### src/rtl/uart_pkg.sv
// Shared UART definitions: frame-state encoding, default geometry and divider width.
package uart_pkg;

   localparam int unsigned DEF_D_W    = 8;
   localparam int unsigned DEF_B_TICK = 16;
   localparam int unsigned BRG_W      = 16;

   typedef enum logic [2:0] {
      StIdle,
      StPop,
      StLoad,
      StStart,
      StData,
      StParity,
      StStop
   } state_t;

endpackage

### src/rtl/uart_baud_gen.sv
// Baud tick divider: pulses tick once every brg+1 clocks; clear restarts the count.
module uart_baud_gen
   import uart_pkg::*;
(
   input  logic             clk,
   input  logic             rst,
   input  logic [BRG_W-1:0] brg,
   input  logic             clear,
   output logic             tick
);

   logic [BRG_W-1:0] cnt_q, cnt_d;

   // >= rather than == so a divisor lowered mid-count still wraps promptly
   assign tick = !clear && (cnt_q >= brg);

   always_comb begin
      cnt_d = cnt_q + 1'b1;
      if (clear || (cnt_q >= brg)) begin
         cnt_d = '0;
      end
   end

   always_ff @(posedge clk or negedge rst) begin
      if (!rst) begin
         cnt_q <= '0;
      end else begin
         cnt_q <= cnt_d;
      end
   end

endmodule

### src/rtl/uart_tx.sv
// UART transmitter: pops bytes from the TX FIFO and serialises start, data, parity and stop bits.
module uart_tx
   import uart_pkg::*;
#(
   parameter int unsigned D_W    = DEF_D_W,
   parameter int unsigned B_TICK = DEF_B_TICK
) (
   input  logic             clk,
   input  logic             rst,
   input  logic             en,
   input  logic [BRG_W-1:0] brg,
   input  logic             parity_en,
   input  logic             parity_odd,
   input  logic             stop2,
   input  logic             fifo_empty,
   input  logic [D_W-1:0]   fifo_data,
   output logic             fifo_rd_en,
   output logic             tx,
   output logic             busy,
   output logic             tx_done
);

   localparam int unsigned TICK_W = (B_TICK > 1) ? $clog2(B_TICK) : 1;
   localparam int unsigned BIT_W  = $clog2(D_W + 1);

   state_t              state_q, state_d;
   logic [D_W-1:0]      shreg_q, shreg_d;
   logic                par_q, par_d;
   logic                parity_en_q, parity_en_d;
   logic                parity_odd_q, parity_odd_d;
   logic                stop2_q, stop2_d;
   logic [BRG_W-1:0]    brg_q, brg_d;
   logic [TICK_W-1:0]   tick_cnt_q, tick_cnt_d;
   logic [BIT_W-1:0]    bit_cnt_q, bit_cnt_d;
   logic                done_q, done_d;
   logic                tick;
   logic                bit_end;

   // Clearing during LOAD makes the first START clock count 0 of a fresh bit
   uart_baud_gen u_baud_gen (
      .clk   (clk),
      .rst   (rst),
      .brg   (brg_q),
      .clear (state_q == StLoad),
      .tick  (tick)
   );

   assign bit_end = tick && (tick_cnt_q == TICK_W'(B_TICK - 1));

   always_comb begin
      state_d      = state_q;
      shreg_d      = shreg_q;
      par_d        = par_q;
      parity_en_d  = parity_en_q;
      parity_odd_d = parity_odd_q;
      stop2_d      = stop2_q;
      brg_d        = brg_q;
      bit_cnt_d    = bit_cnt_q;
      done_d       = 1'b0;

      tick_cnt_d = tick_cnt_q;
      if (state_q == StLoad || bit_end) begin
         tick_cnt_d = '0;
      end else if (tick) begin
         tick_cnt_d = tick_cnt_q + 1'b1;
      end

      case (state_q)
         StIdle: begin
            if (en && !fifo_empty) begin
               state_d = StPop;
            end
         end
         StPop: state_d = StLoad;
         StLoad: begin
            shreg_d      = fifo_data;
            par_d        = ^fifo_data;
            parity_en_d  = parity_en;
            parity_odd_d = parity_odd;
            stop2_d      = stop2;
            brg_d        = brg;
            bit_cnt_d    = '0;
            state_d      = StStart;
         end
         StStart: begin
            if (bit_end) begin
               state_d = StData;
            end
         end
         StData: begin
            if (bit_end) begin
               shreg_d = shreg_q >> 1;
               if (bit_cnt_q == BIT_W'(D_W - 1)) begin
                  bit_cnt_d = '0;
                  state_d   = parity_en_q ? StParity : StStop;
               end else begin
                  bit_cnt_d = bit_cnt_q + 1'b1;
               end
            end
         end
         StParity: begin
            if (bit_end) begin
               state_d = StStop;
            end
         end
         StStop: begin
            if (bit_end) begin
               // bit_cnt doubles as the stop-bit index
               if (stop2_q && (bit_cnt_q == '0)) begin
                  bit_cnt_d = 1'b1;
               end else begin
                  bit_cnt_d = '0;
                  done_d    = 1'b1;
                  state_d   = StIdle;
               end
            end
         end
         default: state_d = StIdle;
      endcase
   end

   always_comb begin
      tx = 1'b1;
      case (state_q)
         StStart:  tx = 1'b0;
         StData:   tx = shreg_q[0];
         StParity: tx = par_q ^ parity_odd_q;
         default:  tx = 1'b1;
      endcase
   end

   assign busy       = (state_q != StIdle);
   assign fifo_rd_en = (state_q == StPop);
   assign tx_done    = done_q;

   always_ff @(posedge clk or negedge rst) begin
      if (!rst) begin
         state_q      <= StIdle;
         shreg_q      <= '0;
         par_q        <= 1'b0;
         parity_en_q  <= 1'b0;
         parity_odd_q <= 1'b0;
         stop2_q      <= 1'b0;
         brg_q        <= '0;
         tick_cnt_q   <= '0;
         bit_cnt_q    <= '0;
         done_q       <= 1'b0;
      end else begin
         state_q      <= state_d;
         shreg_q      <= shreg_d;
         par_q        <= par_d;
         parity_en_q  <= parity_en_d;
         parity_odd_q <= parity_odd_d;
         stop2_q      <= stop2_d;
         brg_q        <= brg_d;
         tick_cnt_q   <= tick_cnt_d;
         bit_cnt_q    <= bit_cnt_d;
         done_q       <= done_d;
      end
   end

endmodule

### config.mk
export PLATFORM = sky130hd
export DESIGN_NAME = uart_tx
export DESIGN_NICKNAME = d
export VERILOG_FILES = /design/src/rtl/uart_pkg.sv /design/src/rtl/uart_baud_gen.sv /design/src/rtl/uart_tx.sv
export SDC_FILE = /design/constraint.sdc
export NUM_CORES = 1
export LEC_CHECK = 0
export ABC_CLOCK_PERIOD_IN_PS = 3560
export CELL_PAD_IN_SITES_DETAIL_PLACEMENT = 1
export CELL_PAD_IN_SITES_GLOBAL_PLACEMENT = 1
export CORE_ASPECT_RATIO = 1.1
export CORE_MARGIN = 3
export CORE_UTILIZATION = 40
export DETAILED_ROUTE_END_ITERATION = 7
export DONT_BUFFER_PORTS = 1
export PLACE_DENSITY = 0.66
export REMOVE_ABC_BUFFERS = 1
export SLEW_MARGIN = 10
export SYNTH_ARGS = -nofsm -noshare
export SYNTH_HDL_FRONTEND = slang
export SYNTH_SLANG_ARGS = --single-unit
### constraint.sdc
create_clock -name clk -period 3.56 [get_ports clk]
set_clock_uncertainty 0.05 [all_clocks]
set_input_delay 0.356 -clock clk [delete_from_list [all_inputs] [get_ports clk]]
set_output_delay 0.356 -clock clk [all_outputs]
set_load 0.02 [all_outputs]
==> flow_metrics.tcl, run 1 <==
set metrics [dict create \
    swShare_pct 29.1 \
    synth_edf_count 0 \
    timing.hold.ws_ps 101 \
    cts_tree "yes" \
    gr-usage-met1_pct 19.9 \
    final_hold_viol_count 0 \
    synth_area_sq_um 3080 \
    first_pass_iters 4 \
    vias_per_cell 5.31 \
    status "finished clean" \
    synth.avg_cell_area_sq_um 9.31 \
    worst_pin_slew_ps 891 \
    crit_slowest_cell "or4_4" \
    ys_ff_latch 56 \
    r2r_start "u_baud_gen.cnt_q[13]$_DFF_PN0_" \
    path_clk_slew_ps 100 \
    dieArea_sq_um 8800 \
    track_usage_pct 16.0 \
    antenna_found_initial 0 \
    top_usage_layer "met2" \
    max_slew_margin_pct 40.4 \
    post-route-drc-count 0 \
    diodes 0 \
    finalCriticalPeriod_ps 2970 \
    synth-compound-area-share_pct 10.6 \
    r2r_slack_ps 590 \
    worst_setup_path_start_kind "register" \
    drive_gt1_share_pct 5.79 \
    muxShareOfSynthArea_pct 3.00 \
    rr_worst_depth 8 \
    grt_pass1_wl_mm 11.5 \
    synthAdderAreaFrac_pct 8.12 \
    vias 2283 \
    required_ps 3690 \
    slowest_delay_ps 560 \
    power_density_nw_per_um2 418 \
    insertion_delay_ps 310 \
    async_flop_share_pct 100 \
    p_leak_uw 0.00148 \
    postSynthCellCount 331 \
    synth_top_area_share_pct 45.5 \
    cp_top_family "simple AND/OR/NAND/NOR gates" \
    rsz0062_at_grt "no" \
    worstSetupEndpointType "register" \
    first_global_vias 2395 \
    synth_top_family_by_area "simple AND/OR/NAND/NOR gates" \
    tns_ps 0 \
    setup_viol 0 \
    core_area_sq_um 7250 \
    gp_congestion 0.761 \
    fillCellCount 845 \
    grt_max_degree 57 \
    fmax_mhz 337 \
    cts_root_buffer "clkbuf_8" \
    crit_fanout 6 \
    dp.final_hpwl_mm 4.84 \
    min_delay_worst_endpoint "stop2_q$_DFFE_PN0P_" \
    cts_buffer_depth 2 \
    grtUsageMet2_pct 28.5 \
    maxSlewViolCount 0 \
    synthFlopType "dfrtp_1" \
    clockPowerShare_pct 27.9 \
    first_iter_violations 52 \
    whs_path_depth 2 \
    grt.overflow.total 0 \
    ios 35 \
    final_nets 378 \
    chipWidth_microns 89.7 \
    ys_seq_area_share_pct 45.5 \
    power.internal_uw 964 \
    critPathArrivalTime_ps 3100 \
    worstSetupPathType "reg -> reg" \
    synthDistinctLibCells 47 \
    start_util_pct 42.5 \
    max_cap_viol_count 0 \
    gr-usage-met3_pct 3.24 \
    port_buffers 0 \
    hold_path_class "in -> reg" \
    ir_worst_vdd_v 0.000174 \
    yosys_warnings 0 \
    synth_top_area_cell "dfrtp_1" \
    numClockSinks 56 \
    synth-xor-area-share_pct 6.82 \
    synth_top_cells_by_area "dfrtp_1 (45%), ha_1 (8.1%), nand2_1 (5.5%)" \
    path_cells "ha_1 -> nand4_1 -> or3_1 -> or4_4 -> and3_1 -> o21ai_0 -> a2bb2oi_1 -> o22ai_1" \
    crit_buf_inv 0 \
    routedWlPerCell_microns 15.2 \
    num_rows 32 \
    ctsHtreeMaxLevel 2 \
    drt-total-wl_mm 6.53 \
    area_growth_syn_to_layout_pct 5.56 \
    die_h_microns 98.1 \
    drtAntennaViolNets 0 \
    reg2reg_to "state_q[0]$_DFFE_PN0P_" \
    seqPwrFrac_pct 54.9 \
    cts_buffers 5 \
    switchingPower_uw 395 \
    min_from "stop2" \
    synthSimpleGateAreaFrac_pct 20.1 \
    combPwrFrac_pct 17.3 \
    post-route-util_pct 44.9 \
    period_share_pct 83.5 \
]
## what timing repair did
| action | CTS | global route |
|---|---|---|
| hold buffers | 2 | 0 |
| setup buffers | 0 | 0 |
| gates resized for setup | 0 | 0 |
| hold endpoints to repair | 56 | 0 |
## registers in the layout, summed over array words and instances, names as in the netlist
register / cells
brg_q: 16
tx_done: 1
parity_odd_q: 1
stop2_q: 1
shreg_q: 8
u_baud_gen.cnt_q: 16
par_q: 1
state_q: 3
bit_cnt_q: 4
tick_cnt_q: 4
parity_en_q: 1
## cell families (layout without fill, tap and decap cells)
logic type | after synthesis | in the layout
and+or+nand+nor | 130 | 130
AOI/OAI and AO/OA | 56 | 56
DFF | 56 | 56
buffers and inverters | 36 | 33
xor gates and xnor gates | 24 | 24
adders and majority gates | 20 | 20
muxes | 9 | 9
## layer usage
layer  up-vias  routed length, microns  share of wire (%)
met2        26                    3340                 51
met1      1142                    2900                 44
met4         0                      69                1.1
li1       1109                       -                  -
met3         6                     219                3.4
met5         -                       0                  0
## layout by cell type, fill, tap and decap left out, types with 2 or more instances in the layout
master	instances
a21oi_1	18
or3_1	3
o21a_1	2
and3_1	7
xnor2_1	13
nand2_1	45
dfrtp_1	56
clkbuf_8	6
nor3b_1	2
o21ai_0	23
mux2_2	2
xor2_1	11
a2111oi_0	2
inv_1	22
mux2i_1	7
nand3_1	12
nor3_1	5
nor2_1	37
nand4_1	7
nor4bb_1	2
ha_1	20
## power by group through the flow
| stage | clock, uW | sequential (uW) | combinational (uW) |
|---|---|---|---|
| global placement | 0 | 759 | 210 |
| finish | 379 | 746 | 235 |
| floorplan | 0 | 745 | 181 |
| detailed placement | 0 | 761 | 222 |
| global route | 417 | 756 | 279 |
| CTS | 393 | 748 | 242 |
## worst max path at each step
stage | startpoint | endpoint | slack [ps] | depth (start not counted)
3_3_place_gp | u_baud_gen.cnt_q[13]$_DFF_PN0_ | state_q[1]$_DFFE_PN0P_ | 710 | 8
2_1_floorplan | u_baud_gen.cnt_q[13]$_DFF_PN0_ | bit_cnt_q[0]$_DFFE_PN0P_ | 600 | 7
4_1_cts | u_baud_gen.cnt_q[13]$_DFF_PN0_ | state_q[0]$_DFFE_PN0P_ | 550 | 8
3_5_place_dp | u_baud_gen.cnt_q[13]$_DFF_PN0_ | state_q[0]$_DFFE_PN0P_ | 580 | 8
6_report | u_baud_gen.cnt_q[13]$_DFF_PN0_ | state_q[0]$_DFFE_PN0P_ | 590 | 8
5_1_grt | u_baud_gen.cnt_q[13]$_DFF_PN0_ | state_q[0]$_DFFE_PN0P_ | 310 | 8
## stage by stage
step	cells	setup WS [ps]	instance area, sq um	power [uW]
2_1_floorplan	317	596	2990	925
3_3_place_gp	420	715	3120	969
3_5_place_dp	420	583	3120	982
4_1_cts	430	553	3250	1380
5_1_grt	430	314	3250	1450
6_report	430	589	3250	1360
## layout make-up
type	instances	area, sq um	area share, %
timing repair buffer	3	45.0	1.38
tap	102	128	3.92
clock inverter	2	13.8	0.423
clock buffer	6	82.6	2.54
sequential	56	1400	43.1
inverter	22	82.6	2.54
multi-input combinational	239	1500	46.1
## worst register-to-register path, stage by stage, from the launching register on
cell	delay, ps
dfrtp_1	420
ha_1	300
nand4_1	150
or3_1	430
or4_4	560
and3_1	290
o21ai_0	330
a2bb2oi_1	200
o22ai_1	100
## Yosys cell counts (7+ instances only)
library cell and count:
xor2_1 11, nand3_1 12, inv_1 22, mux2i_1 7, ha_1 20, nand2_1 45
dfrtp_1 56, xnor2_1 13, o21ai_0 23, nand4_1 7, nor2_1 37, a21oi_1 18
and3_1 7
Note: power is estimated with default switching activity, not from simulation.
==> inputs of run 2 (changes only) <==
--- a/config.mk
+++ b/config.mk
@@ -5,7 +5,7 @@
 export SDC_FILE = /design/constraint.sdc
 export NUM_CORES = 1
 export LEC_CHECK = 0
-export ABC_CLOCK_PERIOD_IN_PS = 3560
+export ABC_CLOCK_PERIOD_IN_PS = 2400
 export CELL_PAD_IN_SITES_DETAIL_PLACEMENT = 1
 export CELL_PAD_IN_SITES_GLOBAL_PLACEMENT = 1
 export CORE_ASPECT_RATIO = 1.1
@@ -13,7 +13,7 @@
 export CORE_UTILIZATION = 40
 export DETAILED_ROUTE_END_ITERATION = 7
 export DONT_BUFFER_PORTS = 1
-export PLACE_DENSITY = 0.66
+export PLACE_DENSITY = 0.69
 export REMOVE_ABC_BUFFERS = 1
 export SLEW_MARGIN = 10
 export SYNTH_ARGS = -nofsm -noshare
==> constraint.sdc (replaced) <==
create_clock -name clk -period 2.4 [get_ports clk]
set_clock_uncertainty 0.05 [all_clocks]
set_input_delay 0.24 -clock clk [delete_from_list [all_inputs] [get_ports clk]]
set_output_delay 0.24 -clock clk [all_outputs]
set_load 0.02 [all_outputs]
==> flow_metrics.tcl, run 2 (synthesis results as in run 1) <==
set metrics [dict create \
    fmax_mhz 392 \
    gp_congestion 0.878 \
    start_util_pct 42.5 \
    post-route-drc-count 0 \
    final_cell_mix "dfrtp_1 (56), nand2_1 (45), buf_4 (34)" \
    finalWorstSetupSlack_ps -150 \
    period_share_pct 106 \
    dp.final_hpwl_mm 5.10 \
    first_global_vias 2684 \
    insertion_delay_ps 310 \
    setup_viol 20 \
    cts_root_buffer "clkbuf_8" \
    critPathArrivalTime_ps 2650 \
    dp_cells 446 \
    port_buffers 0 \
    path_cells "ha_4 -> nand4_1 -> or3_4 -> or4_4 -> and3_4 -> nor4b_1" \
    crit_fanout 5 \
    cts_buffers 5 \
    violations "setup timing" \
    core_area_sq_um 7250 \
    first_pass_iters 4 \
    worst_setup_path_start_kind "register" \
    crit_buf_inv 0 \
    die_h_microns 98.1 \
    power_density_nw_per_um2 579 \
    timing.hold.ws_ps 4.74 \
    power_uw 2320 \
    slowest_delay_ps 480 \
    worstSetupPathType "reg -> reg" \
    rsz0062_at_grt "yes" \
    top_regs "brg_q x16, u_baud_gen.cnt_q x16, shreg_q x8" \
    status "finished with violations" \
    vias 2462 \
    final_hold_viol_count 0 \
    cts_tree "yes" \
    numClockSinks 56 \
    finalCriticalPeriod_ps 2550 \
    dieArea_sq_um 8800 \
    routedWlPerCell_microns 16.0 \
    first_iter_violations 47 \
    postPlaceCellArea_sq_um 3330 \
    max_cap_viol_count 0 \
    area_growth_syn_to_layout_pct 30.1 \
    grt_pass1_wl_mm 12.9 \
    antenna_found_initial 0 \
    track_usage_pct 18.0 \
    cts_buffer_depth 2 \
    drt-total-wl_mm 7.63 \
    postLayoutCellArea_sq_um 4010 \
    maxSlewViolCount 0 \
    final_common_cell "dfrtp_1" \
    max_slew_margin_pct 56.0 \
    ios 35 \
    ctsHtreeMaxLevel 2 \
    path_clk_slew_ps 100 \
    grt_max_degree 57 \
    chipWidth_microns 89.7 \
    grt.overflow.total 0 \
    cp_top_family "simple AND/OR/NAND/NOR gates" \
    vias_per_cell 5.15 \
    final_nets 427 \
    required_ps 2500 \
    diodes 0 \
    hold_path_class "in -> reg" \
    fillCellCount 800 \
    num_rows 32 \
    stdcell_count 478 \
    drive_gt1_share_pct 27.4 \
    drtAntennaViolNets 0 \
    p_leak_uw 0.00178 \
    pre_cts_ws_ps -499 \
    ir_worst_vdd_v 0.000312 \
    worstSetupEndpointType "register" \
    crit_slowest_cell "nor4b_1" \
    worst_pin_slew_ps 655 \
]
run 2: changes by cell type in the layout (fill, tap and decap cells not counted), sizes merged:
| cell | change |
|---|---|
| clkbuf | -1 |
| buf | +37 |
| bufinv | +2 |
| dlygate4sd3 | +12 |
| clkinv | -1 |
| inv | -1 |
run 2: what timing repair did:
item / 4_1_cts / 5_1_grt
gates cloned: 1 / 0
pin swaps: 18 / 6
setup buffers: 7 / 3
gates resized for setup: 43 / 28
setup endpoints to repair: 36 / 35
hold buffers: 14 / 0
endpoints found under the hold margin: 68 / 0
run 2: metrics by stage:
step                utilization, %  TNS [ps]
global route                  55.3     -4320
global placement              45.9     -6570
finish                        55.3     -1920
CTS                           53.6     -1390
floorplan                        -     -7520
detailed placement            45.9     -8580
run 2: cell type report:
cell class,count,area [sq um],share of cell area [%]
clock buffer,5,68.8,1.72
multi-input combinational,239,1780,44.5
sequential,56,1400,34.9
inverter,22,82.6,2.06
tap,102,128,3.18
clock inverter,2,60.1,1.50
timing repair buffer,52,487,12.1
run 2: where the power goes:
part	total, uW	switching [uW]	leakage, uW	internal (uW)
Combinational	519	260	0.00102	259
Clock	724	312	0.0000642	411
Sequential	1080	51.9	0.000687	1030
Total	2320	625	0.00178	1700
run 2: metal layers:
metal / vias to the layer above / wire length, microns / global-route usage [%] / share of wire [%]
li1: 1209 / - / - / -
met1: 1217 / 3260 / 21.6 / 43
met2: 30 / 4080 / 33.4 / 53
met3: 6 / 227 / 3.62 / 3.0
met4: 0 / 70 / 3.89 / 0.92
met5: - / 0 / 0 / 0
run 2: worst paths after layout:
check / startpoint / endpoint / slack (ps) / cells past startpoint
setup reg to reg: u_baud_gen.cnt_q[15]$_DFF_PN0_ / tx_done$_DFF_PN0_ / -150 / 6
hold reg to reg: brg_q[0]$_DFFE_PN0P_ / brg_q[0]$_DFFE_PN0P_ / 440 / 2
min in group asynchronous: rst / brg_q[5]$_DFFE_PN0P_ / 410 / 2
setup / recovery: u_baud_gen.cnt_q[15]$_DFF_PN0_ / tx_done$_DFF_PN0_ / -150 / 6
max in group asynchronous: rst / tick_cnt_q[2]$_DFFE_PN0P_ / 1630 / 2
hold / removal: brg[11] / brg_q[11]$_DFFE_PN0P_ / 5 / 2
run 2: worst register-to-register path, delay by kind of cell, from the launching register on:
family	cells	cell delay, ps
adder cells (fa/ha/maj)	1	290
flip-flops	1	430
AND/OR/NAND/NOR	5	1650
